<file path="config.mk">
export PLATFORM = sky130hd
export DESIGN_NAME = keyboard_matrix
export DESIGN_NICKNAME = d
export VERILOG_FILES = /design/src/rtl/keyboard_matrix.sv
export SDC_FILE = /design/constraint.sdc
export NUM_CORES = 1
export LEC_CHECK = 0
export ABC_CLOCK_PERIOD_IN_PS = 8100
export BUFFER_PORTS_ARGS = -buffer_cell sky130_fd_sc_hd__buf_2
export CAP_MARGIN = 15
export CORE_UTILIZATION = 60
export DETAILED_ROUTE_END_ITERATION = 8
export MAX_ROUTING_LAYER = met4
export PLACE_DENSITY = 0.85
export SLEW_MARGIN = 15
export SYNTH_ARGS = -nofsm -noshare
export SYNTH_HDL_FRONTEND = slang
export SYNTH_SLANG_ARGS = --single-unit
</file>
<file path="constraint.sdc">
create_clock -name clk -period 8.1 [get_ports clk]
set_input_delay 0.81 -clock clk [delete_from_list [all_inputs] [get_ports clk]]
set_output_delay 0.81 -clock clk [all_outputs]
set_load 0.005 [all_outputs]
</file>
<file path="src/rtl/keyboard_matrix.sv">
// Keyboard matrix: the Pi writes rows, and the CPU selects a row via PIA1 PORTA and reads it via PORTB.
// Optional build macro KEYBOARD_MATRIX_STALE_CLEAR_EN releases all keys after STALE_TICKS idle cycles.
module keyboard_matrix #(
  parameter int          NUM_ROWS    = 10,
  parameter int          NUM_COLS    = 8,
  parameter logic [15:0] BASE_ADDR   = 16'hE800,
  parameter logic [23:0] STALE_TICKS = 24'd1_600_000
) (
  input  logic                clk,
  input  logic                reset_b,
  input  logic [15:0]         pi_addr,
  input  logic [7:0]          pi_data,
  input  logic                pi_wr_strobe,
  input  logic [1:0]          bus_addr,
  input  logic [7:0]          bus_data_in,
  input  logic                pia1_enabled_in,
  input  logic                io_read,
  input  logic                cpu_write,
  output logic [NUM_COLS-1:0] kbd_data_out,
  output logic                kbd_enable,
  output logic                any_key
);

  localparam logic [NUM_COLS-1:0] ONES     = {NUM_COLS{1'b1}};
  localparam logic [15:0]         ROWS_W16 = 16'(NUM_ROWS);

  logic [1:0]          rst_sync_r;
  logic                rst_n_s;
  logic [NUM_COLS-1:0] matrix_r [NUM_ROWS];
  logic [NUM_COLS-1:0] kbd_data_r;
  logic [NUM_COLS-1:0] sel_row_s;
  logic [15:0]         pi_off_s;
  logic [3:0]          pi_row_s;
  logic                pi_hit_s;
  logic                wr_porta_s, wr_porta_r;
  logic                rd_portb_s, rd_portb_r;
  logic                rd_rise_s, wr_fall_s;
  logic [3:0]          row_sel_r;
  logic                and_all_s;
  logic                any_key_r;
  logic                stale_clr_s;
  logic                unused_s;

  // Reset synchronizer: asserts immediately, releases on the second clk edge.
  always_ff @(posedge clk or negedge reset_b) begin
    if (!reset_b) rst_sync_r <= 2'b00;
    else          rst_sync_r <= {rst_sync_r[0], 1'b1};
  end
  assign rst_n_s = rst_sync_r[1];

  assign pi_off_s   = pi_addr - BASE_ADDR;
  assign pi_row_s   = pi_off_s[3:0];
  assign pi_hit_s   = pi_wr_strobe && (pi_addr >= BASE_ADDR) && (pi_off_s < ROWS_W16);
  assign wr_porta_s = cpu_write & pia1_enabled_in & (bus_addr == 2'd0);
  assign rd_portb_s = io_read & pia1_enabled_in & (bus_addr == 2'd2);
  assign wr_fall_s  = wr_porta_r & ~wr_porta_s;
  assign rd_rise_s  = rd_portb_s & ~rd_portb_r;
  assign unused_s   = ^bus_data_in[7:4];

`ifdef KEYBOARD_MATRIX_STALE_CLEAR_EN
  localparam logic [23:0] STALE_MAX = STALE_TICKS - 24'd1;
  logic [23:0] stale_cnt_r;

  // Saturating idle counter, restarted by every in-window Pi write.
  always_ff @(posedge clk or negedge rst_n_s) begin
    if (!rst_n_s)                    stale_cnt_r <= 24'd0;
    else if (pi_hit_s)               stale_cnt_r <= 24'd0;
    else if (stale_cnt_r != STALE_MAX) stale_cnt_r <= stale_cnt_r + 24'd1;
  end
  assign stale_clr_s = (stale_cnt_r == STALE_MAX);
`else
  assign stale_clr_s = 1'b0;
`endif

  // Matrix rows; a Pi write to a row takes priority over the stale clear.
  always_ff @(posedge clk or negedge rst_n_s) begin
    if (!rst_n_s) begin
      for (int r = 0; r < NUM_ROWS; r++) matrix_r[r] <= ONES;
    end else begin
      for (int r = 0; r < NUM_ROWS; r++) begin
        if (pi_hit_s && (pi_row_s == 4'(r))) matrix_r[r] <= pi_data[NUM_COLS-1:0];
        else if (stale_clr_s)                matrix_r[r] <= ONES;
      end
    end
  end

  // Row mux; selects beyond the matrix read as released keys.
  always_comb begin
    sel_row_s = ONES;
    and_all_s = 1'b1;
    for (int r = 0; r < NUM_ROWS; r++) begin
      sel_row_s = (row_sel_r == 4'(r)) ? matrix_r[r] : sel_row_s;
      and_all_s = and_all_s & (&matrix_r[r]);
    end
  end

  // Bus edge detectors, row select, PORTB capture and key-down flag.
  always_ff @(posedge clk or negedge rst_n_s) begin
    if (!rst_n_s) begin
      wr_porta_r <= 1'b1;
      rd_portb_r <= 1'b1;
      row_sel_r  <= 4'd0;
      kbd_data_r <= ONES;
      any_key_r  <= 1'b0;
    end else begin
      wr_porta_r <= wr_porta_s;
      rd_portb_r <= rd_portb_s;
      any_key_r  <= ~and_all_s;
      if (wr_fall_s) row_sel_r  <= bus_data_in[3:0];
      if (rd_rise_s) kbd_data_r <= sel_row_s;
    end
  end

  assign kbd_data_out = kbd_data_r;
  assign any_key      = any_key_r;
  // With nothing pressed the read falls through to PIA1.
  assign kbd_enable   = rd_portb_s & (kbd_data_r != ONES);

endmodule

</file>
; ---- Word level (Yosys, flattened, before mapping)
; Cells that the tools add are included.
[totals]
ff_bits = 97
in_bits = 40
output_inout_bits = 10
[classes]
add_sub_neg = 1
order_cmp = 2
n_eq_ne = 20
mux = 10
n_bitwise = 19
reduce_logical = 25
[ops]
columns = operator, count
row1 = $mux W8, 10
row2 = $reduce_and A8 Y1, 10
row3 = $eq A4 B3 Y1 const B, 8
row4 = $and A1 B1 Y1, 16
row5 = $eq A4 B2 Y1 const B, 4
row6 = $eq A4 B4 Y1 const B, 4
row7 = $ge A16 B16 Y1 const B, 1
row8 = $lt A16 B4 Y1 const B, 1
row9 = $sub A16 B16 Y16 const B, 1
row10 = $logic_and A1 B1 Y1, 12
row11 = $eq A4 B1 Y1 const B, 2
row12 = $logic_not A4 Y1, 2
row13 = $ne A8 B8 Y1 const B, 1
row14 = $not A1 Y1, 3
row15 = $eq A2 B2 Y1 const B, 1
row16 = $logic_not A2 Y1, 1

; ---- Logic depth before layout (Yosys ltp)
[depth]
ltp_word = 11
mapped_depth = 8
ltp_nobuf = 6

; ---- Worst setup path before layout
; OpenSTA, ideal clock, no wires.
[synth_path]
kind = input-to-reg
start = input port pi_addr[7]
end = register matrix_r[16] (netlist name)
t_arrival_ps = 2458
required_ps = 8018
slack_ps = 5560
path_stages = 6
n_path_buf = 2
cell_sequence = or4_4 -> nor4_4 -> buf_6 -> and4_4 -> buf_12 -> mux2_4
[synth_via]
elab_chain_len = 4
[synth_lines]
columns = item, line_no
row1 = start: declaration, 11  ; input logic [15:0] pi_addr,
row2 = $sub A16 B16 Y16 / $ge A16 B16 Y1 (equally long branches), "51, 53"
row3 = $lt A16 B4 Y1 / $logic_and A1 B1 Y1 (equally long branches), 53  ; assign pi_hit_s = pi_wr_strobe && (pi_addr >= BASE_ADDR) && (pi_off_s < ROWS_W16);
row4 = $logic_and A1 B1 Y1 *, 53
row5 = $logic_and A1 B1 Y1 *, 81  ; if (pi_hit_s && (pi_row_s == 4'(r))) matrix_r[r] <= pi_data[NUM_COLS-1:0];
row6 = end signal: indexed assignment, 81
row7 = end: declaration, 29  ; logic [NUM_COLS-1:0] matrix_r [NUM_ROWS];
; Every way passes the cells marked *; elsewhere a longest branch is shown, timed or not.
; A chain may end at the register's enable or synchronous reset.

; ---- Final worst setup path
[layout_path]
start = input port pi_addr[7]
end = register matrix_r[52] (netlist name)
; Same word-level chain as after synthesis.

==> impl_results.html <==
<table>
<tr><th>Metric</th><th>Value</th></tr>
<tr><th colspan="2">Cells and area</th></tr>
<tr><td>Number of nets in the layout</td><td>469</td></tr>
<tr><td>Signed area change from the synthesized netlist to the final layout</td><td>8.08%</td></tr>
<tr><td>Layout Cells excl Fill</td><td>between 500 and 600</td></tr>
<tr><td>Number of antenna repair diodes</td><td>0</td></tr>
<tr><td>Layout cell share with drive strength beyond 1</td><td>61.0%</td></tr>
<tr><th colspan="2">Placed design</th></tr>
<tr><td>Cell count after placement</td><td>between 500 and 600</td></tr>
<tr><td>RePlAce Congestion</td><td>about 0.8</td></tr>
<tr><td>Number of port buffers</td><td>between 40 and 50</td></tr>
<tr><td>Placed wire-length estimate</td><td>about 7.4 mm</td></tr>
<tr><th colspan="2">Clocking</th></tr>
<tr><td>Post-CTS resize count</td><td>0</td></tr>
<tr><td>Clock tree from TritonCTS</td><td>yes</td></tr>
<tr><td>Number of clock buffers inserted by TritonCTS</td><td>9</td></tr>
<tr><td>Number of sinks driven by the clock tree</td><td>97</td></tr>
<tr><td>Hold bufs inserted after CTS</td><td>0</td></tr>
<tr><td>CTS Buffer Depth</td><td>2</td></tr>
<tr><td>Clock transition at the registers of the reported paths</td><td>approximately 100 ps</td></tr>
<tr><td>Clock latency on the worst-skew pair</td><td>~370 ps</td></tr>
<tr><td>Root Buffer Master</td><td>clkbuf_8</td></tr>
<tr><td># H-tree levels</td><td>3</td></tr>
<tr><td>Number of buffers added for setup after CTS</td><td>0</td></tr>
<tr><th colspan="2">Power and ir drop</th></tr>
<tr><td>Switching component of the power</td><td>around 310 uW</td></tr>
<tr><td>Leakage power of the design</td><td>roughly 0.0023 uW</td></tr>
<tr><td>Internal Pwr Total</td><td>roughly 740 uW</td></tr>
<tr><td>Largest voltage drop on the vdd net</td><td>0.131 mV</td></tr>
<tr><td>Combinational cell fraction of total power</td><td>around 17%</td></tr>
<tr><td>Relative contribution of the clock network to total power</td><td>30.4%</td></tr>
<tr><td>Switch share</td><td>29.7%</td></tr>
<tr><td>Portion of total power attributed to sequential cells</td><td>approximately 52%</td></tr>
<tr><td>Pwr per Cell Area</td><td>between 150 and 200 nW/um^2</td></tr>
<tr><th colspan="2">Timing</th></tr>
<tr><td>Hold Slack</td><td>a little under 200 ps</td></tr>
<tr><td>Hold Violations, Final</td><td>0</td></tr>
<tr><td>Post-Route Setup TNS</td><td>0 ps</td></tr>
<tr><td>Final worst-path cycle share</td><td>approximately 38%</td></tr>
<tr><td>Worst Clk Skew</td><td>11.1 ps</td></tr>
<tr><td>RSZ-0062 raised after global routing</td><td>no</td></tr>
<tr><td>Final Setup Violations</td><td>0</td></tr>
<tr><td>Worst Tran Pin Value</td><td>979 ps</td></tr>
<tr><td>Slew HR</td><td>between 30% and 40%</td></tr>
<tr><td>Maximum achievable frequency</td><td>328 MHz</td></tr>
<tr><td>Crit path time final</td><td>between 3000 and 4000 ps</td></tr>
<tr><td>Max-slew violations</td><td>0</td></tr>
<tr><th colspan="2">Worst setup path</th></tr>
<tr><td>Cell family with the largest share of critical-path delay</td><td>simple AND/OR/NAND/NOR gates</td></tr>
<tr><td>Worst-path cell chain</td><td>buf_2 &gt; or4_4 &gt; nor4_4 &gt; and4b_1 &gt; mux2_4</td></tr>
<tr><td>Worst path max stage delay</td><td>slightly below 800 ps</td></tr>
<tr><td>Number of buffers and inverters on the critical path</td><td>1</td></tr>
<tr><td>CP max stage cell</td><td>nor4_4</td></tr>
<tr><td>Critical Path Fanout Max</td><td>10</td></tr>
<tr><td>CP endpoint kind</td><td>flop</td></tr>
<tr><td>Arrival time of data at the critical path endpoint</td><td>3350 ps</td></tr>
<tr><td>Kind of critical path</td><td>input pin to flop</td></tr>
<tr><td>CP Data Required Time</td><td>roughly 8400 ps</td></tr>
<tr><td>Crit start category</td><td>input pin</td></tr>
<tr><th colspan="2">Floorplan</th></tr>
<tr><td>Initial standard-cell utilization of the core</td><td>between 60 and 70%</td></tr>
<tr><td>Overall die area</td><td>a little under 9000 um^2</td></tr>
<tr><td>I/O pin total</td><td>50</td></tr>
<tr><td>Std-Cell Rows</td><td>33</td></tr>
<tr><td>Width of the die</td><td>94.3 um</td></tr>
<tr><td>DIE HEIGHT</td><td>94.3 um</td></tr>
<tr><td>Core box area</td><td>slightly above 8000 um^2</td></tr>
<tr><th colspan="2">Route</th></tr>
<tr><td>Number of vias in the routed layout</td><td>approximately 3.5k</td></tr>
<tr><td>Routed wire length</td><td>11.1 mm</td></tr>
<tr><td>Highest routed metal layer</td><td>met4</td></tr>
<tr><td>Detail Route met3 WL</td><td>a little under 700 um</td></tr>
<tr><td>Met2 wire length</td><td>5.27 mm</td></tr>
<tr><td>Post-route met1 wirelength</td><td>4.77 mm</td></tr>
<tr><td>Number of nets with antenna violations after routing</td><td>0</td></tr>
<tr><td>DRC violations left</td><td>0</td></tr>
<tr><td>Vias per inst</td><td>~6.5</td></tr>
<tr><td>Initial DRC count</td><td>between 300 and 400</td></tr>
<tr><td>Avg WL per Cell</td><td>between 20 and 25 um</td></tr>
<tr><td>Drt first pass iters</td><td>5</td></tr>
<tr><th colspan="2">Logic synthesis</th></tr>
<tr><td>Library cell occupying the most area in the post-synthesis netlist</td><td>dfstp_2</td></tr>
<tr><td>Syn Inst Count</td><td>between 300 and 400</td></tr>
<tr><td>Largest cells by area after synthesis</td><td>dfstp_2 (46%), mux2_2 (16%), mux2_4 (4.7%), dfrtp_1 (3.4%), mux2i_1 (2.9%)</td></tr>
<tr><td>Netlist Area Pre-Place</td><td>5110 um^2</td></tr>
<tr><td>Async set-or-reset flop fraction in the synthesized netlist</td><td>100%</td></tr>
<tr><td>Synth Area per Inst</td><td>~13 um^2</td></tr>
<tr><td>Number of nets in the synthesized netlist</td><td>approximately 430</td></tr>
<tr><td>Leading register cell type out of synthesis</td><td>dfstp_2</td></tr>
<tr><td>Number of distinct library cell variants in the gate-level netlist after synthesis</td><td>57</td></tr>
<tr><td>Synthesized flop and latch total</td><td>97</td></tr>
<tr><td>Commonest cells in the synthesized netlist</td><td>dfstp_2 (90), mux2_2 (74), nand4_1 (22), mux2_4 (16)</td></tr>
<tr><td>Number of warnings printed during yosys synthesis</td><td>0</td></tr>
<tr><td>Count leader, synth</td><td>dfstp_2</td></tr>
<tr><td>Number of enable flip-flop cells after synthesis</td><td>0</td></tr>
<tr><td>Sequential fraction of the synthesis area</td><td>between 40 and 50%</td></tr>
<tr><td>Area share of the largest cell type after synthesis</td><td>46.3%</td></tr>
<tr><th colspan="2">Global routing</th></tr>
<tr><td>GRT Overall Usage</td><td>around 28%</td></tr>
<tr><td>Number of global-route vias before repair</td><td>~3.4k</td></tr>
<tr><td>GRT Residual Overflow</td><td>0</td></tr>
<tr><td>Initial antenna violation count</td><td>0</td></tr>
<tr><td>Global-route wire length before repair</td><td>roughly 18 mm</td></tr>
<tr><td>Largest net degree at the start of global routing</td><td>75</td></tr>
<tr><th colspan="2">Run</th></tr>
<tr><td>Total of max-cap violations</td><td>0</td></tr>
<tr><th colspan="2">Worst hold path</th></tr>
<tr><td>Worst min path class</td><td>input pin to asynchronous set/reset pin</td></tr>
<tr><th colspan="2">Run status</th></tr>
<tr><td>Run status</td><td>finished clean</td></tr>
</table>
[worst register-to-register path: cells and delay by family (launching register included)]
kind	cells	cell delay [ps]
compound gates	3	630
flops	1	750
simple gates	1	800
[flip-flops by register name, indices dropped and copies added, names as in the netlist]
| register | cells |
|---|---|
| kbd_data_out | 8 |
| wr_porta_r | 1 |
| rst_sync_r | 2 |
| rd_portb_r | 1 |
| any_key | 1 |
| matrix_r | 80 |
| row_sel_r | 4 |
[cell usage in the layout, fill, tap and decap left out, types with 4 or more instances in the layout]
| cell type | count |
|---|---|
| clkbuf_8 | 9 |
| buf_2 | 45 |
| nand2_1 | 15 |
| nand3_2 | 4 |
| nor4_1 | 5 |
| a211o_1 | 4 |
| mux2_2 | 74 |
| a21oi_1 | 8 |
| inv_1 | 8 |
| o221ai_1 | 5 |
| nor2_1 | 10 |
| o21ai_0 | 11 |
| mux2_4 | 16 |
| dfstp_2 | 90 |
| nand4_1 | 22 |
| nor2b_1 | 8 |
| nand2b_1 | 8 |
| dfrtp_1 | 6 |
| mux2i_1 | 15 |
| or3b_2 | 4 |
[cell families (layout without fill, tap and decap cells)]
kind of cell,count (synthesis),after routing,synth area share (%)
mux,106,106,24.4
simple gates,101,101,14.0
flops,97,97,49.7
compound gates,54,54,7.40
buf+inv,32,72,3.97
fa+ha+maj,1,1,0.245
other cells,1,1,0.0734
xor+xnor,1,1,0.171
[per-layer routing]
layer  GRT usage, %  up-vias
li1               -     1549
met1           37.9     1747
met5              -        -
met3           5.26       38
met4           12.2        0
met2           42.5      157
[area by class of cell]
type	count	area (um^2)
Timing Repair Buffer	48	248
Sequential cell	97	2540
Clock buffer	9	124
Multi-Input combinational cell	264	2370
Fill cell	579	2700
Clock inverter	7	78.8
Tap cell	105	131
Inverter	8	30.0
[power groups by stage]
stage               Sequential, uW  Combinational (uW)  Clock (uW)
floorplan                      546                 133           0
global placement               558                 178           0
detailed placement             560                 182           0
CTS                            553                 183         327
global route                   557                 205         347
finish                         553                 184         322
[path summary, 6_finish.rpt]
| kind | start | to | slack [ps] | depth (start not counted) |
|---|---|---|---|---|
| max | pi_addr[7] | matrix_r[52] | 5050 | 5 |
| min | reset_b | rst_sync_r[1] | 200 | 1 |
| max reg2reg | row_sel_r[2] | kbd_data_out[7] | 5850 | 4 |
| min reg2reg | rst_sync_r[1] | any_key | 220 | 0 |
| max in group asynchronous | rst_sync_r[1] | row_sel_r[2] | 6730 | 1 |
| min in group clk | rst_sync_r[0] | rst_sync_r[1] | 360 | 0 |
[metrics by stage]
step / util [%] / power [uW] / cell area [um^2] / setup WS [ps]
CTS: 67.2 / 1060 / 5520 / 5050
global placement: 64.7 / 737 / 5320 / 4690
finish: 67.2 / 1060 / 5520 / 5050
floorplan: - / 679 / 5110 / 5360
global route: 67.2 / 1110 / 5520 / 5000
detailed placement: 64.7 / 742 / 5320 / 4650
(Power assumes the default switching activity.)
